===== src/rtl/muldiv_seq.sv =====
// muldiv_seq -- sequential multiply/divide unit with architectural HI/LO.
//
// Executes mult, multu, div and divu iteratively:
//   - multiply: 32 cycles of radix-2 shift-add;
//   - divide: 32 cycles of restoring division;
//   - then one fix-up cycle that applies the signs and writes HI/LO together.
// mthi and mtlo write HI or LO directly in IDLE.
//
// Ports:
//   clk    in   1   system clock, rising edge
//   reset  in   1   synchronous, active-high
//   start  in   1   one-cycle request
//   op     in   3   000 mult, 001 multu, 010 div, 011 divu, 100 mthi,
//                   101 mtlo, 11x reserved
//   a      in  32   operand rs
//   b      in  32   operand rt
//   busy   out  1   iterative operation in progress (registered)
//   done   out  1   one-cycle pulse after HI/LO were written by mult/div
//   hi     out 32   HI register
//   lo     out 32   LO register
//
// Build option: MULDIV_FAST_MULT_EN
//   When defined, mult/multu use a single-cycle multiplier:
//   HI/LO are written at the start edge, busy stays low, and done pulses
//   on the next cycle. Divide is unchanged.
module muldiv_seq (
   input  logic        clk,
   input  logic        reset,
   input  logic        start,
   input  logic [2:0]  op,
   input  logic [31:0] a,
   input  logic [31:0] b,
   output logic        busy,
   output logic        done,
   output logic [31:0] hi,
   output logic [31:0] lo
);

   typedef enum logic [1:0] {IDLE, RUN, FIX} state_t;

   state_t      state;
   state_t      state_next;
   logic [4:0]  cnt;
   logic        accept_iter;

   // Iteration datapath: for multiply acc = {partial product, remaining
   // multiplier}; for divide acc = {partial remainder, dividend/quotient}.
   logic [63:0] acc;
   logic [31:0] opnd;
   logic        is_div;
   logic        neg_lo;
   logic        neg_hi;

   logic        signed_op;
   logic [31:0] mag_a;
   logic [31:0] mag_b;
   logic [63:0] result;

   function automatic logic [31:0] abs32(input logic [31:0] x);
      // 0x80000000 maps onto itself, which is its correct unsigned magnitude.
      return x[31] ? (32'd0 - x) : x;
   endfunction

   function automatic logic [63:0] mul_step(input logic [63:0] acc_in,
                                            input logic [31:0] mcand);
      logic [32:0] sum;
      sum = {1'b0, acc_in[63:32]} + (acc_in[0] ? {1'b0, mcand} : 33'd0);
      return {sum, acc_in[31:1]};
   endfunction

   function automatic logic [63:0] div_step(input logic [63:0] acc_in,
                                            input logic [31:0] divisor);
      logic [32:0] top;
      logic [32:0] trial;
      top   = acc_in[63:31];
      trial = top - {1'b0, divisor};
      // A set bit 32 means the trial went negative: restore (keep shift only).
      if (!trial[32])
         return {trial[31:0], acc_in[30:0], 1'b1};
      else
         return {acc_in[62:0], 1'b0};
   endfunction

   function automatic logic [63:0] fix_result(input logic [63:0] acc_in,
                                              input logic        div_op,
                                              input logic        n_lo,
                                              input logic        n_hi);
      logic [31:0] q;
      logic [31:0] r;
      if (div_op) begin
         q = n_lo ? (32'd0 - acc_in[31:0])  : acc_in[31:0];
         r = n_hi ? (32'd0 - acc_in[63:32]) : acc_in[63:32];
         return {r, q};
      end
      return n_lo ? (64'd0 - acc_in) : acc_in;
   endfunction

`ifdef MULDIV_FAST_MULT_EN
   function automatic logic [63:0] fast_product(input logic [31:0] x,
                                                input logic [31:0] y,
                                                input logic        sgn);
      logic signed [63:0] sx;
      logic signed [63:0] sy;
      logic signed [63:0] p;
      sx = sgn ? $signed({{32{x[31]}}, x}) : $signed({32'd0, x});
      sy = sgn ? $signed({{32{y[31]}}, y}) : $signed({32'd0, y});
      p  = sx * sy;
      return p;
   endfunction
`endif

   assign signed_op = ~op[0];
   assign mag_a     = signed_op ? abs32(a) : a;
   assign mag_b     = signed_op ? abs32(b) : b;
   assign result    = fix_result(acc, is_div, neg_lo, neg_hi);

   always_ff @(posedge clk) begin
      if (reset)
         state <= IDLE;
      else
         state <= state_next;
   end

   always_comb begin
      state_next  = state;
      accept_iter = 1'b0;
      case (state)
         IDLE: begin
            if (start && !op[2]) begin
`ifdef MULDIV_FAST_MULT_EN
               accept_iter = op[1];
`else
               accept_iter = 1'b1;
`endif
               if (accept_iter)
                  state_next = RUN;
            end
         end
         RUN: begin
            if (cnt == 5'd0)
               state_next = FIX;
         end
         FIX:     state_next = IDLE;
         default: state_next = IDLE;
      endcase
   end

   always_ff @(posedge clk) begin
      if (reset) begin
         hi   <= 32'd0;
         lo   <= 32'd0;
         cnt  <= 5'd0;
         busy <= 1'b0;
         done <= 1'b0;
      end else begin
         done <= 1'b0;
         busy <= (state_next != IDLE);
         case (state)
            IDLE: begin
               if (start) begin
                  if (accept_iter)
                     cnt <= 5'd31;
`ifdef MULDIV_FAST_MULT_EN
                  if (op[2:1] == 2'b00) begin
                     {hi, lo} <= fast_product(a, b, signed_op);
                     done     <= 1'b1;
                  end
`endif
                  if (op == 3'b100)
                     hi <= a;
                  if (op == 3'b101)
                     lo <= a;
               end
            end
            RUN: cnt <= cnt - 5'd1;
            FIX: begin
               {hi, lo} <= result;
               done     <= 1'b1;
            end
            default: ;
         endcase
      end
   end

   // Operand capture and iteration. Divide by zero needs no special case:
   // - every trial subtract succeeds, so the quotient becomes all ones;
   // - the remainder becomes |a|, and the remainder sign restores a;
   // - only the quotient negation must be suppressed when b is zero.
   always_ff @(posedge clk) begin
      if (state == IDLE && accept_iter) begin
         acc    <= {32'd0, mag_a};
         opnd   <= mag_b;
         is_div <= op[1];
         neg_lo <= signed_op & (a[31] ^ b[31]) & (~op[1] | (b != 32'd0));
         neg_hi <= signed_op & op[1] & a[31];
      end else if (state == RUN) begin
         acc <= is_div ? div_step(acc, opnd) : mul_step(acc, opnd);
      end
   end

endmodule

===== config.mk =====
export PLATFORM = sky130hd
export DESIGN_NAME = muldiv_seq
export DESIGN_NICKNAME = d
export VERILOG_FILES = /design/src/rtl/muldiv_seq.sv
export SDC_FILE = /design/constraint.sdc
export NUM_CORES = 1
export LEC_CHECK = 0
export ABC_AREA = 0
export ABC_CLOCK_PERIOD_IN_PS = 4540
export CORE_MARGIN = 10
export CORE_UTILIZATION = 55
export CTS_BUF_LIST = sky130_fd_sc_hd__clkbuf_8
export DETAILED_ROUTE_END_ITERATION = 12
export GPL_ROUTABILITY_DRIVEN = 0
export PLACE_DENSITY = 0.79
export RECOVER_POWER = 25
export SYNTH_ARGS = -nofsm -noshare
export SYNTH_HDL_FRONTEND = slang
export SYNTH_SLANG_ARGS = --single-unit

===== constraint.sdc =====
create_clock -name clk -period 4.54 [get_ports clk]
set_input_delay 1.135 -clock clk [delete_from_list [all_inputs] [get_ports clk]]
set_output_delay 1.135 -clock clk [all_outputs]
set_load 0.005 [all_outputs]

==> impl_metrics.toml <==
[setup_path]
critPathMaxFanout = 4
crit_type = "primary input to flip-flop"
worstPathRequired_ps = 4760
crit_path_end_kind = "flip-flop"
critPathArrivalTime_ps = 4500
crit_path_start_kind = "primary input"

[yosys]
yosysSeqAreaShare = 0.302
syn-cell-area_mm2 = 0.0136
yosys.area.top_type_share = 0.154
synth_area_leaders = "dfxtp_1 15%, edfxtp_1 15%, ha_1 6.3%, xor2_1 6.0%, a21oi_1 5.6%"
yosysMostFrequentCell = "nor2_1"
synth_fp_nets = 1846
synth-async-reset-ratio = 0
synth-edff-count = 67
ys_warn_count = 0
yosysTopAreaCell = "dfxtp_1"
yosys-top-cells-count = "202 x nor2_1, 152 x a21oi_1, 152 x nand2_1"
ys_dominant_reg_cell = "dfxtp_1"
synth_cell_types = 76
syn_area_per_cell_um2 = 7.99
postSynthCellCount = 1705
ys_seq_elements = 172

[drt]
drt-initial-drc-count = 1590
firstDrtPassIters = 6
ant_nets = 0
routed_wl_um = 42500
vias = 13300
viasPerCell = 6.24
wl_per_cell_um = 19.9
drc = 0

[global_route]
met1_usage = 0.362
grt-ovfl-total = 0
grt_max_degree = 100
busiest_layer = "met2"
met3_usage = 0.0535
grt_pass1_wl_um = 66600
grt_pass1_vias = 12300
gr-usage-all-layers = 0.263
grt_antenna_before_repair = 0
use_met2 = 0.401

[clock_tree]
cts_tree = "yes"
cts-root-buf = "clkbuf_8"
cts-hold-fix-buffers = 0
clkSinkCount = 172
clkSlewWorstSetupHoldPaths_ps = 100
clock_latency_ps = 490
cts_resized = 0
cts_buffers = 17
clock_path_buffers = 2
post_cts_buffers = 0
cts_max_level = 4

[timing]
worst_slack_ps = 257
tightestPinTransition_ps = 1950
final-setup-viol-count = 0
fin_crit_ps = 4280
fmax_ghz = 0.233
finalHoldViolCount = 0
final_max_slew_viol_count = 45
period_share = 0.943
relSlewSlack = -0.297
finClkSkew_ps = 19.2
rsz0062_at_grt = "false"

[run]
cap_violations = 1

[pwr]
power.leakage_nw = 6.40
power.total_mw = 6.03
power_density_mw_per_mm2 = 385
ir_worst_vdd_uv = 195

[die]
dieArea_mm2 = 0.0314
io_pins = 136
die_w_um = 177
dieHeight_um = 177
initial_core_util = 0.560
core_mm2 = 0.0243
floorplan.rows = 57

[placement]
io_buffers = 135
dp_cells = 2106
dp_slack_ps = -81.7
dp_hpwl_um = 32500
placed_area_mm2 = 0.0153

[final_layout]
nets = 1942
final-instance-count-excl-fill = 2138
n_fill_cell = 2091
final_area_mm2 = 0.0157
n_antenna_cell = 0
syn2layout_area_growth_pct = 15.1
register_area_mm2 = 0.00411
multi_input_area_mm2 = 0.00889
drive_gt1_frac = 0.0524

[hold_path]
hp-class = "flip-flop to flip-flop"

[status]
violations = "max-capacitance violations, max-slew violations"
status = "finished, violations left"
==> sequential cells by signal, indices dropped and copies added (netlist names) <==
name / cells
acc: 64
hi: 32
lo: 32
opnd: 32
cnt: 5
state: 2
busy: 1
done: 1
is_div: 1
neg_hi: 1
neg_lo: 1
==> layout by cell type, fill, tap and decap left out, types with 32 or more instances in the layout <==
cell type | Yosys | layout
dfxtp_1 | 105 | 105
xnor2_1 | 80 | 80
edfxtp_1 | 67 | 67
xor2_1 | 93 | 93
clkdlybuf4s50_1 | 0 | 67
dlygate4sd3_1 | 0 | 67
ha_1 | 69 | 69
o21ai_0 | 131 | 131
nor2_1 | 202 | 201
nand2_1 | 152 | 152
inv_1 | 63 | 62
a21o_1 | 32 | 32
a211oi_1 | 51 | 51
buf_4 | 2 | 32
a21oi_1 | 152 | 152
mux2i_1 | 45 | 45
==> kinds of logic (layout without fill, tap and decap cells) <==
kind of cell	after synthesis	after routing	synth area share
mux	53	53	0.0397
xor+xnor	173	173	0.111
buf+inv	160	269	0.0461
flops	172	172	0.302
fa+ha+maj	71	71	0.0663
compound gates	536	536	0.250
simple gates	540	540	0.184
==> worst max-delay path, cell delays in order <==
cell,delay (ps)
clkdlybuf4s50_1,530
nor4_1,820
nand3b_1,260
or2_1,320
nor3_4,170
nand2_2,80
or4_1,470
nor4_2,310
a21oi_1,140
xnor2_1,170
a21oi_1,90
==> final timing paths <==
kind / endpoint / slack, ps / startpoint / cells past startpoint
worst max-delay path: acc[29] / 260 / a[5] / 11
worst min register to register: hi[0] / 450 / hi[0] / 2
worst max register to register: acc[55] / 590 / acc[0] / 14
worst min-delay path: hi[0] / 450 / hi[0] / 2
==> layout make-up <==
type	instances	share of cell area
clock buffer	17	0.0149
clock inverter	15	0.00966
multi-input combinational	1373	0.567
timing repair buffer	174	0.105
tap	324	0.0259
sequential	172	0.262
inverter	63	0.0151
==> stage by stage <==
step	setup TNS [ps]	hold WS, ps	util
floorplan	0	448	-
global placement	-68.1	445	0.629
detailed placement	-101	446	0.629
CTS	0	460	0.645
global route	0	483	0.644
finish	0	454	0.644
==> report_power, final <==
part | total, mW | switching [mW] | internal (mW)
registers | 2.12 | 0.311 | 1.81
logic | 2.81 | 1.63 | 1.18
clock network | 1.10 | 0.688 | 0.413
==> metal layers <==
| layer | up-vias | wire [um] |
|---|---|---|
| met2 | 736 | 18200 |
| li1 | 6394 | - |
| met4 | 0 | 1200 |
| met5 | - | 0 |
| met3 | 80 | 4860 |
| met1 | 6123 | 18200 |
Power figures use the tool's default switching activity.
